--- src/rtl/writeback_arbiter_pkg.sv ---
// writeback_arbiter_pkg: register file geometry shared by the writeback path
package writeback_arbiter_pkg;
   localparam int REG_ADDR_W = 5;
   localparam int N_REG = 32;
   localparam logic [REG_ADDR_W-1:0] REG_ZERO = 5'd0;
   localparam int DEF_DATA_W = 16;
   typedef logic [REG_ADDR_W-1:0] reg_addr_t;
endpackage

--- src/rtl/writeback_arbiter_if.sv ---
// writeback_arbiter_if: producer ports, register file write port and pending query
interface writeback_arbiter_if import writeback_arbiter_pkg::*; #(
   parameter int DATA_W = DEF_DATA_W,
   parameter int DEPTH = 4
) ();
   logic a_valid;
   reg_addr_t a_waddr;
   logic [DATA_W-1:0] a_wdata;
   logic b_valid;
   logic b_ready;
   reg_addr_t b_waddr;
   logic [DATA_W-1:0] b_wdata;
   logic reg_write;
   reg_addr_t waddr;
   logic [DATA_W-1:0] wdata;
   reg_addr_t pend_raddr_1;
   reg_addr_t pend_raddr_2;
   logic pend_1;
   logic pend_2;
   logic [$clog2(DEPTH):0] fifo_level;
   modport master (
      output a_valid, a_waddr, a_wdata, b_valid, b_waddr, b_wdata, pend_raddr_1, pend_raddr_2,
      input b_ready, reg_write, waddr, wdata, pend_1, pend_2, fifo_level
   );
   modport slave (
      input a_valid, a_waddr, a_wdata, b_valid, b_waddr, b_wdata, pend_raddr_1, pend_raddr_2,
      output b_ready, reg_write, waddr, wdata, pend_1, pend_2, fifo_level
   );
endinterface

--- src/rtl/writeback_arbiter_wb_fifo.sv ---
// wb_fifo: B-path write buffer with per-entry valid bits, squash-by-address and address match
module wb_fifo import writeback_arbiter_pkg::*; #(
   parameter int DATA_W = DEF_DATA_W,
   parameter int DEPTH = 4
) (
   input logic clk,
   input logic arst_n,
   input logic push,
   input logic push_valid,
   input reg_addr_t push_addr,
   input logic [DATA_W-1:0] push_data,
   input logic pop,
   input logic squash,
   input reg_addr_t squash_addr,
   input reg_addr_t query_1,
   input reg_addr_t query_2,
   output logic head_valid,
   output reg_addr_t head_addr,
   output logic [DATA_W-1:0] head_data,
   output logic match_1,
   output logic match_2,
   output logic [$clog2(DEPTH):0] level,
   output logic full
);
   localparam int PW = $clog2(DEPTH);
   logic [DEPTH-1:0] valid;
   reg_addr_t addr [DEPTH];
   logic [DATA_W-1:0] data [DEPTH];
   logic [PW-1:0] rptr, wptr;
   // valid bits are cleared on pop so only occupied entries can ever match
   always_ff @(posedge clk or negedge arst_n)
      if (!arst_n) begin
         valid <= '0;
         rptr <= '0;
         wptr <= '0;
         level <= '0;
      end else begin
         for (int i = 0; i < DEPTH; i++)
            if (squash && addr[i] == squash_addr) valid[i] <= 1'b0;
         if (pop) begin
            valid[rptr] <= 1'b0;
            rptr <= rptr + 1'b1;
         end
         if (push) begin
            valid[wptr] <= push_valid;
            wptr <= wptr + 1'b1;
         end
         level <= level + {{PW{1'b0}}, push} - {{PW{1'b0}}, pop};
      end
   always_ff @(posedge clk)
      if (push) begin
         addr[wptr] <= push_addr;
         data[wptr] <= push_data;
      end
   always_comb begin
      match_1 = 1'b0;
      match_2 = 1'b0;
      for (int i = 0; i < DEPTH; i++) begin
         match_1 = match_1 | (valid[i] && addr[i] == query_1);
         match_2 = match_2 | (valid[i] && addr[i] == query_2);
      end
   end
   assign head_valid = valid[rptr];
   assign head_addr = addr[rptr];
   assign head_data = data[rptr];
   assign full = level[PW];
endmodule

--- src/rtl/writeback_arbiter.sv ---
// writeback_arbiter: merges the ALU path (A, priority) and the buffered multi-cycle path (B)
// into the register file write port, enforcing write-after-write order.
module writeback_arbiter import writeback_arbiter_pkg::*; #(
   parameter int DATA_W = DEF_DATA_W,
   parameter int DEPTH = 4
) (
   input logic clk,
   input logic arst_n,
   writeback_arbiter_if.slave bus
);
   logic a_issue, push, push_valid, pop, head_valid, full, match_1, match_2;
   reg_addr_t head_addr;
   logic [DATA_W-1:0] head_data;
   logic [$clog2(DEPTH):0] level;
   assign a_issue = bus.a_valid && bus.a_waddr != REG_ZERO;
   assign push = bus.b_valid && !full && bus.b_waddr != REG_ZERO;
   // B is older than a simultaneous A to the same register, so it lands already squashed
   assign push_valid = !(a_issue && bus.a_waddr == bus.b_waddr);
   assign pop = level != '0 && !(head_valid && a_issue);
   wb_fifo #(.DATA_W(DATA_W), .DEPTH(DEPTH)) u_fifo (
      .clk(clk),
      .arst_n(arst_n),
      .push(push),
      .push_valid(push_valid),
      .push_addr(bus.b_waddr),
      .push_data(bus.b_wdata),
      .pop(pop),
      .squash(a_issue),
      .squash_addr(bus.a_waddr),
      .query_1(bus.pend_raddr_1),
      .query_2(bus.pend_raddr_2),
      .head_valid(head_valid),
      .head_addr(head_addr),
      .head_data(head_data),
      .match_1(match_1),
      .match_2(match_2),
      .level(level),
      .full(full)
   );
   always_ff @(posedge clk or negedge arst_n)
      if (!arst_n) begin
         bus.reg_write <= 1'b0;
         bus.waddr <= REG_ZERO;
         bus.wdata <= '0;
      end else begin
         bus.reg_write <= a_issue || head_valid;
         if (a_issue) begin
            bus.waddr <= bus.a_waddr;
            bus.wdata <= bus.a_wdata;
         end else if (head_valid) begin
            bus.waddr <= head_addr;
            bus.wdata <= head_data;
         end
      end
   // the register file has no bypass, so the write in progress still counts as pending
   assign bus.pend_1 = bus.pend_raddr_1 != REG_ZERO &&
                       (match_1 || (bus.reg_write && bus.waddr == bus.pend_raddr_1));
   assign bus.pend_2 = bus.pend_raddr_2 != REG_ZERO &&
                       (match_2 || (bus.reg_write && bus.waddr == bus.pend_raddr_2));
   assign bus.b_ready = !full;
   assign bus.fifo_level = level;
endmodule

--- src/flat_wrapper.sv ---
// flat-port wrapper written by rule: the top's interface ports become plain ports
module writeback_arbiter_flat import writeback_arbiter_pkg::*;
#(
   parameter int DATA_W = DEF_DATA_W,
   parameter int DEPTH = 4
)
  (clk, arst_n, bus_a_valid, bus_a_waddr, bus_a_wdata, bus_b_valid, bus_b_waddr, bus_b_wdata, bus_pend_raddr_1, bus_pend_raddr_2, bus_b_ready, bus_reg_write, bus_waddr, bus_wdata, bus_pend_1, bus_pend_2, bus_fifo_level);
  writeback_arbiter_if #(.DATA_W(DATA_W), .DEPTH(DEPTH)) bus_i ();
  input logic clk;
  input logic arst_n;
  input wire logic [$bits(bus_i.a_valid)-1:0] bus_a_valid;
  input wire logic [$bits(bus_i.a_waddr)-1:0] bus_a_waddr;
  input wire logic [$bits(bus_i.a_wdata)-1:0] bus_a_wdata;
  input wire logic [$bits(bus_i.b_valid)-1:0] bus_b_valid;
  input wire logic [$bits(bus_i.b_waddr)-1:0] bus_b_waddr;
  input wire logic [$bits(bus_i.b_wdata)-1:0] bus_b_wdata;
  input wire logic [$bits(bus_i.pend_raddr_1)-1:0] bus_pend_raddr_1;
  input wire logic [$bits(bus_i.pend_raddr_2)-1:0] bus_pend_raddr_2;
  output wire logic [$bits(bus_i.b_ready)-1:0] bus_b_ready;
  output wire logic [$bits(bus_i.reg_write)-1:0] bus_reg_write;
  output wire logic [$bits(bus_i.waddr)-1:0] bus_waddr;
  output wire logic [$bits(bus_i.wdata)-1:0] bus_wdata;
  output wire logic [$bits(bus_i.pend_1)-1:0] bus_pend_1;
  output wire logic [$bits(bus_i.pend_2)-1:0] bus_pend_2;
  output wire logic [$bits(bus_i.fifo_level)-1:0] bus_fifo_level;
  assign bus_i.a_valid = bus_a_valid;
  assign bus_i.a_waddr = bus_a_waddr;
  assign bus_i.a_wdata = bus_a_wdata;
  assign bus_i.b_valid = bus_b_valid;
  assign bus_i.b_waddr = bus_b_waddr;
  assign bus_i.b_wdata = bus_b_wdata;
  assign bus_i.pend_raddr_1 = bus_pend_raddr_1;
  assign bus_i.pend_raddr_2 = bus_pend_raddr_2;
  assign bus_b_ready = bus_i.b_ready;
  assign bus_reg_write = bus_i.reg_write;
  assign bus_waddr = bus_i.waddr;
  assign bus_wdata = bus_i.wdata;
  assign bus_pend_1 = bus_i.pend_1;
  assign bus_pend_2 = bus_i.pend_2;
  assign bus_fifo_level = bus_i.fifo_level;
  writeback_arbiter #(.DATA_W(DATA_W), .DEPTH(DEPTH)) u_core (.clk(clk), .arst_n(arst_n), .bus(bus_i));
endmodule
--- config.mk ---
export PLATFORM = sky130hd
export DESIGN_NAME = writeback_arbiter_flat
export DESIGN_NICKNAME = d
export VERILOG_FILES = /design/src/rtl/writeback_arbiter_pkg.sv /design/src/rtl/writeback_arbiter_if.sv /design/src/rtl/writeback_arbiter_wb_fifo.sv /design/src/rtl/writeback_arbiter.sv /design/src/flat_wrapper.sv
export SDC_FILE = /design/constraint.sdc
export NUM_CORES = 1
export LEC_CHECK = 0
export CORE_MARGIN = 2
export CORE_UTILIZATION = 60
export DETAILED_ROUTE_END_ITERATION = 10
export DONT_BUFFER_PORTS = 1
export GPL_TIMING_DRIVEN = 0
export PLACE_DENSITY = 0.76
export SLEW_MARGIN = 20
export SYNTH_ARGS = -nofsm -noshare
export SYNTH_HDL_FRONTEND = slang
export SYNTH_SLANG_ARGS = --single-unit
export TNS_END_PERCENT = 10
--- constraint.sdc ---
create_clock -name clk -period 4.9 [get_ports clk]
set_input_delay 0.98 -clock clk [delete_from_list [all_inputs] [get_ports clk]]
set_output_delay 0.98 -clock clk [all_outputs]
set_load 0.005 [all_outputs]
Word level (Yosys, flattened, before mapping)
Memory sizes are Yosys's and may differ from the RTL's.
Cells that the tools add are included.
{"block": "totals", "regBits": 33, "ram_bits": 84, "out_inout_bits": 28, "memories": 2}
{"block": "op_classes", "n_addsub": 4, "order_cmp": 4, "eq_ne": 15, "muxes": 19, "bitwise_logic": 8, "reduce_logical": 36}
{"name": "u_core.u_fifo.data", "words": 4, "word_bits": 16, "read_ports": 1, "rd_clocked_by_memory_dff": 0, "write_ports": 1, "line": "writeback_arbiter_wb_fifo.sv:28", "text": "logic [DATA_W-1:0] data [DEPTH];"}
{"name": "u_core.u_fifo.addr", "words": 4, "word_bits": 5, "read_ports": 5, "rd_clocked_by_memory_dff": 0, "write_ports": 1, "line": "writeback_arbiter_wb_fifo.sv:27", "text": "reg_addr_t addr [DEPTH];"}
{"cell": "$eq 5x5->1", "n": 15}
{"cell": "$mux 16", "n": 2}
{"cell": "$logic_and 1x1->1", "n": 24}
{"cell": "$reduce_bool 5->1", "n": 4}
{"cell": "$mux 5", "n": 2}
{"cell": "$mux 1", "n": 9}
{"cell": "$mux 4", "n": 2}
{"cell": "$lt 2x3->1 const B", "n": 2}
{"cell": "$or 1x1->1", "n": 6}
{"cell": "$add 2x1->2 const B", "n": 2}
{"cell": "$and 4x4->4", "n": 1}
{"cell": "$bwmux 4", "n": 1}
{"cell": "$demux 1 s2", "n": 2}
{"cell": "$ge 2x1->1 const B", "n": 2}
{"cell": "$not 4->4", "n": 1}
{"cell": "$add 3x1->3", "n": 1}
{"cell": "$logic_not 1->1", "n": 3}
{"cell": "$logic_or 1x1->1", "n": 3}
{"cell": "$reduce_bool 3->1", "n": 1}
{"cell": "$sub 3x1->3", "n": 1}
{"cell": "$bmux 1 s2", "n": 1}
{"cell": "$reduce_bool 2->1", "n": 1}

Longest topological paths before layout
{"block": "depth", "word_depth": 9, "ltp_mapped": 11}

Cells and area by module
A second synthesis with hierarchy kept.
{"block": "hier_totals", "hier_cells": 363, "area_unflattened_um2": 5651.7}
{"module": "wb_fifo", "instances": 1, "cells_per_inst": 252, "area_per_inst_um2": 4340.4}
{"module": "writeback_arbiter", "instances": 1, "cells_per_inst": 111, "area_per_inst_um2": 1311.3}

Least setup slack after synthesis
No wires, ideal clock.
{"block": "synth_timing", "path_kind": "input-to-reg", "start": "input bus_a_waddr[2]", "end": "register u_core.u_fifo.level[2]", "setup_ps": 123, "arrival_time_ps": 3104, "required_ps": 4777, "setup_slack_ps": 1672, "stages": 11, "path_buffers": 2, "cell_sequence": "buf_4 > or4_1 > o21a_1 > buf_6 > a21oi_4 > xor2_1 > ha_1 > inv_1 > fa_1 > xnor2_1 > xnor2_1"}
{"block": "synth_between", "elab_chain_cells": 6}
{"item": "from (decl)", "line": "flat_wrapper.sv:12", "text": "input wire logic [$bits(bus_i.a_waddr)-1:0] bus_a_waddr;"}
{"item": "$reduce_bool 5->1", "line": "writeback_arbiter.sv:15", "text": "assign a_issue = bus.a_valid && bus.a_waddr != REG_ZERO;"}
{"item": "$logic_and 1x1->1", "line": "writeback_arbiter.sv:15"}
{"item": "$logic_and 1x1->1", "line": "writeback_arbiter.sv:19", "text": "assign pop = level != '0 && !(head_valid && a_issue);"}
{"item": "$logic_not 1->1", "line": "writeback_arbiter.sv:19"}
{"item": "$logic_and 1x1->1", "line": "writeback_arbiter.sv:19"}
{"item": "$sub 3x1->3", "line": "writeback_arbiter_wb_fifo.sv:48", "text": "level <= level + {{PW{1'b0}}, push} - {{PW{1'b0}}, pop};"}
{"item": "to (signal assigned)", "line": "writeback_arbiter_wb_fifo.sv:48"}
{"item": "to (decl)", "line": "writeback_arbiter_wb_fifo.sv:22", "text": "output logic [$clog2(DEPTH):0] level,"}
No other way between the ends.
A chain may end at the register's enable or synchronous reset.

Worst setup path after layout
{"block": "layout_timing", "start": "input bus_pend_raddr_1[2]", "end": "output bus_pend_1"}
{"block": "layout_between", "elab_chain_cells": 7, "word_cells_on_any_way": 16, "classes_between": "eq/ne (5); bitwise (3); reduce/logical (8)"}
{"item": "from (decl)", "line": "flat_wrapper.sv:17", "text": "input wire logic [$bits(bus_i.pend_raddr_1)-1:0] bus_pend_raddr_1;"}
{"item": "$eq 5x5->1", "line": "writeback_arbiter_wb_fifo.sv:59", "text": "match_1 = match_1 | (valid[i] && addr[i] == query_1);"}
{"item": "$logic_and 1x1->1", "line": "writeback_arbiter_wb_fifo.sv:59"}
{"item": "$or 1x1->1 (3 in series)", "line": "writeback_arbiter_wb_fifo.sv:59"}
{"item": "$logic_or 1x1->1", "line": "writeback_arbiter.sv:57", "text": "(match_1 || (bus.reg_write && bus.waddr == bus.pend_raddr_1));"}
{"item": "$logic_and 1x1->1 (*)", "line": "writeback_arbiter.sv:56", "text": "assign bus.pend_1 = bus.pend_raddr_1 != REG_ZERO &&"}
{"item": "to (decl)", "line": "flat_wrapper.sv:23", "text": "output wire logic [$bits(bus_i.pend_1)-1:0] bus_pend_1;"}
Every way passes the cells marked *; elsewhere a longest branch is shown, timed or not.

==> results.yml <==
placement:
  numPortBuffers: 0
  dp_hpwl_um: 8510
  place_ws_ns: 1.46
  place.gp.congestion: 0.888
clock_tree:
  cts.sinks: 117
  holdBufCountCts: 0
  cts_tree: "done"
  postCtsSetupRepairBufs: 0
  clkSlewWorstSetupHoldPaths_ns: 0.06
  clk_latency_ns: 0.52
  cts_buffer_depth: 2
  cts_root_buf: "clkbuf_8"
  cts_max_level: 4
  cts.repair.resized: 0
  cts_buffers: 17
sta:
  finalSetupTns_ns: 0
  worstMarginPinSlew_ns: 1.08
  relSlewSlack: 0.282
  report.final.slew_viol_count: 0
  max_clock_freq_mhz: 315
  fin_crit_sh: 0.649
  rsz0062_at_grt: "no"
  setup_slack_ns: 1.72
  fin_crit_ns: 3.18
  finalHoldViolCount: 0
  clock_skew_ns: 0.00605
  setup_viol: 0
hold_path:
  hp-class: "in2async"
finish:
  fillers: 593
  fin_nets: 484
  regArea_um2: 3350
  syn_to_final_growth_pct: 12.8
  antenna_cells: 0
  drive_above_1_share: 0.160
  multi_input_area_um2: 2110
setup_path:
  critPathKind: "in2out"
  max_stage_delay_ns: 0.36
  cp_cell_sequence: "clkbuf_1 > xor2_1 > nor4_1 > nand3_1 > nand3_1 > o22a_1"
  critical_path.slowest_cell: "clkbuf_1"
  setup.worst_path.end_class: "output pin"
  worstPathMaxFanout: 6
  crit_required_ns: 3.92
  arrival_ns: 2.20
  crit_family: "simple AND/OR/NAND/NOR gates"
  cp_common_cell: "nand3_1"
  worst-path-buf-inv: 1
  critPathLaunchType: "input port"
power_and_ir_drop:
  switching_power_mw: 1.18
  switching_share: 0.322
  pwr-share-comb: 0.271
  power_frac_clock: 0.333
  ir_drop_mv: 0.349
  power_density_nw_per_um2: 575
  p_seq_frac: 0.397
  leakage_nw: 2.38
  p_int_mw: 2.48
synthesis:
  syn-num-nets: 465
  synth_compound_area_frac: 0.0366
  ys_seq_area_frac: 0.593
  synthAdderAreaFrac: 0.0235
  synth_xor_area_frac: 0.124
  synthCells: 399
  synth_top_family_by_area: "multiplexers"
  synth_cell_types: 30
  synth_seq_cells: 117
  synthSimpleGateAreaFrac: 0.0649
  synthTopCellsByArea: "edfxtp_1, dfrtp_1, mux4_2, xor2_1, mux2i_1"
  synth_area_leader_cell: "edfxtp_1"
  synthArstFlopShare: 0.282
  syn_area_um2: 5650
  synth_mux_area_frac: 0.125
  yosysWarnings: 0
  yosys.area.top_type_share: 0.447
  synth-edff-count: 84
  syn_avg_cell_area_um2: 14.2
  synth_ff_type: "edfxtp_1"
floorplanning:
  initial_utilization: 0.614
  die_h_um: 101
  die_width_um: 101
  die_area_um2: 10200
  core_um2: 9200
  ios: 84
  rows: 35
drt:
  drtIter0Drc: 192
  wl_met1_um: 5140
  vias: 3461
  met3_length_um: 958
  wl_met2_um: 6670
  drtPass1Iterations: 5
  wirelength_um: 13100
  top_layer: "met4"
  via_per_inst: 6.39
  wl_per_cell_um: 24.2
  drcViolationCount: 0
  ant_nets: 0
global_route:
  overflow: 0
  grt_pass1_wl_um: 19900
  antenna_found_initial: 0
  grt_start_max_net_pins: 34
  grt_usage: 0.274
  first_global_vias: 3505
status:
  run_status: "complete, no violations"
flow_run:
  drv_cap: 0
## final timing paths
check	slack (ns)	to	from	depth (start not counted)
worst max-delay path	1.72	bus_pend_1	bus_pend_raddr_1[2]	6
worst min-delay path	0.15	u_core.bus.wdata[9]	arst_n	0
worst max register to register	2.12	u_core.u_fifo.level[2]	u_core.u_fifo.rptr[0]	10
worst min register to register	0.53	u_core.u_fifo.level[2]	u_core.u_fifo.level[2]	1
max in group asynchronous	4.66	u_core.bus.wdata[13]	arst_n	0
min in group clk	0.53	u_core.u_fifo.level[2]	u_core.u_fifo.level[2]	1
## logic make-up (layout without fill, tap and decap cells)
group                    after synthesis  count (layout)
adder cells (fa/ha/maj)               10              10
flip-flops                           117             117
XOR/XNOR                              80              80
multiplexers                          43              43
buffers and inverters                 41              73
AND/OR/NAND/NOR                       76              76
AO/OA/AOI/OAI                         32              32
## registers in the layout (all words and copies together) (netlist names)
| signal | count |
|---|---|
| u_core.u_fifo.level | 3 |
| u_core.u_fifo.valid | 4 |
| u_core.bus.waddr | 5 |
| u_core.bus.reg_write | 1 |
| u_core.u_fifo.rptr | 2 |
| u_core.bus.wdata | 16 |
| u_core.u_fifo.wptr | 2 |
| u_core.u_fifo.addr | 20 |
| u_core.u_fifo.data | 64 |
## layout by cell type, fill, tap and decap left out, types with 3 or more instances in the layout
cell,n
a41o_1,4
buf_2,9
clkbuf_1,17
clkbuf_16,16
clkinv_4,5
dfrtp_1,33
edfxtp_1,84
ha_1,9
inv_1,11
inv_6,3
mux2i_1,21
mux4_2,22
nand2_1,33
nand3_1,12
nand4_1,4
nor2_1,4
nor3_1,6
nor4_1,10
o21ai_0,23
or4_1,3
xnor2_1,24
xor2_1,56
## final cells by class
class	instances	area share
flip-flops and latches	117	0.525
plain buffers	30	0.0230
inverters	11	0.00648
multi-input cells	241	0.331
well taps	111	0.0218
clock buffers	17	0.0650
clock inverters	15	0.0271
## through the flow
stage	total power [mW]	instances	instance area, µm²	util	hold slack (ns)
after floorplan	2.19	399	5650	-	0.488
after global placement	2.40	510	5790	0.629	0.505
after detailed placement	2.44	510	5790	0.629	0.520
after CTS	3.67	542	6370	0.693	0.145
after global routing	3.83	542	6370	0.693	0.128
final	3.66	542	6370	0.693	0.153
## Yosys cell counts, drive strengths merged, types with 11 or more instances
master / instances
mux4: 22
mux2i: 21
buf: 13
nand3: 12
dfrtp: 33
xnor2: 24
o21ai: 23
xor2: 56
inv: 11
clkbuf: 17
nand2: 33
edfxtp: 84
## per-layer routing
layer,vias to the layer above,global-route usage
met5,-,0
met4,0,0.114
met3,29,0.0728
met2,169,0.446
met1,1770,0.353
li1,1493,-
## power groups by stage
stage	logic [mW]	registers [mW]	clock network [mW]
final	0.991	1.45	1.22
after global routing	1.08	1.47	1.27
after CTS	0.996	1.45	1.22
after detailed placement	0.974	1.47	0
after global placement	0.948	1.45	0
after floorplan	0.779	1.41	0
(Power assumes the default switching activity.)
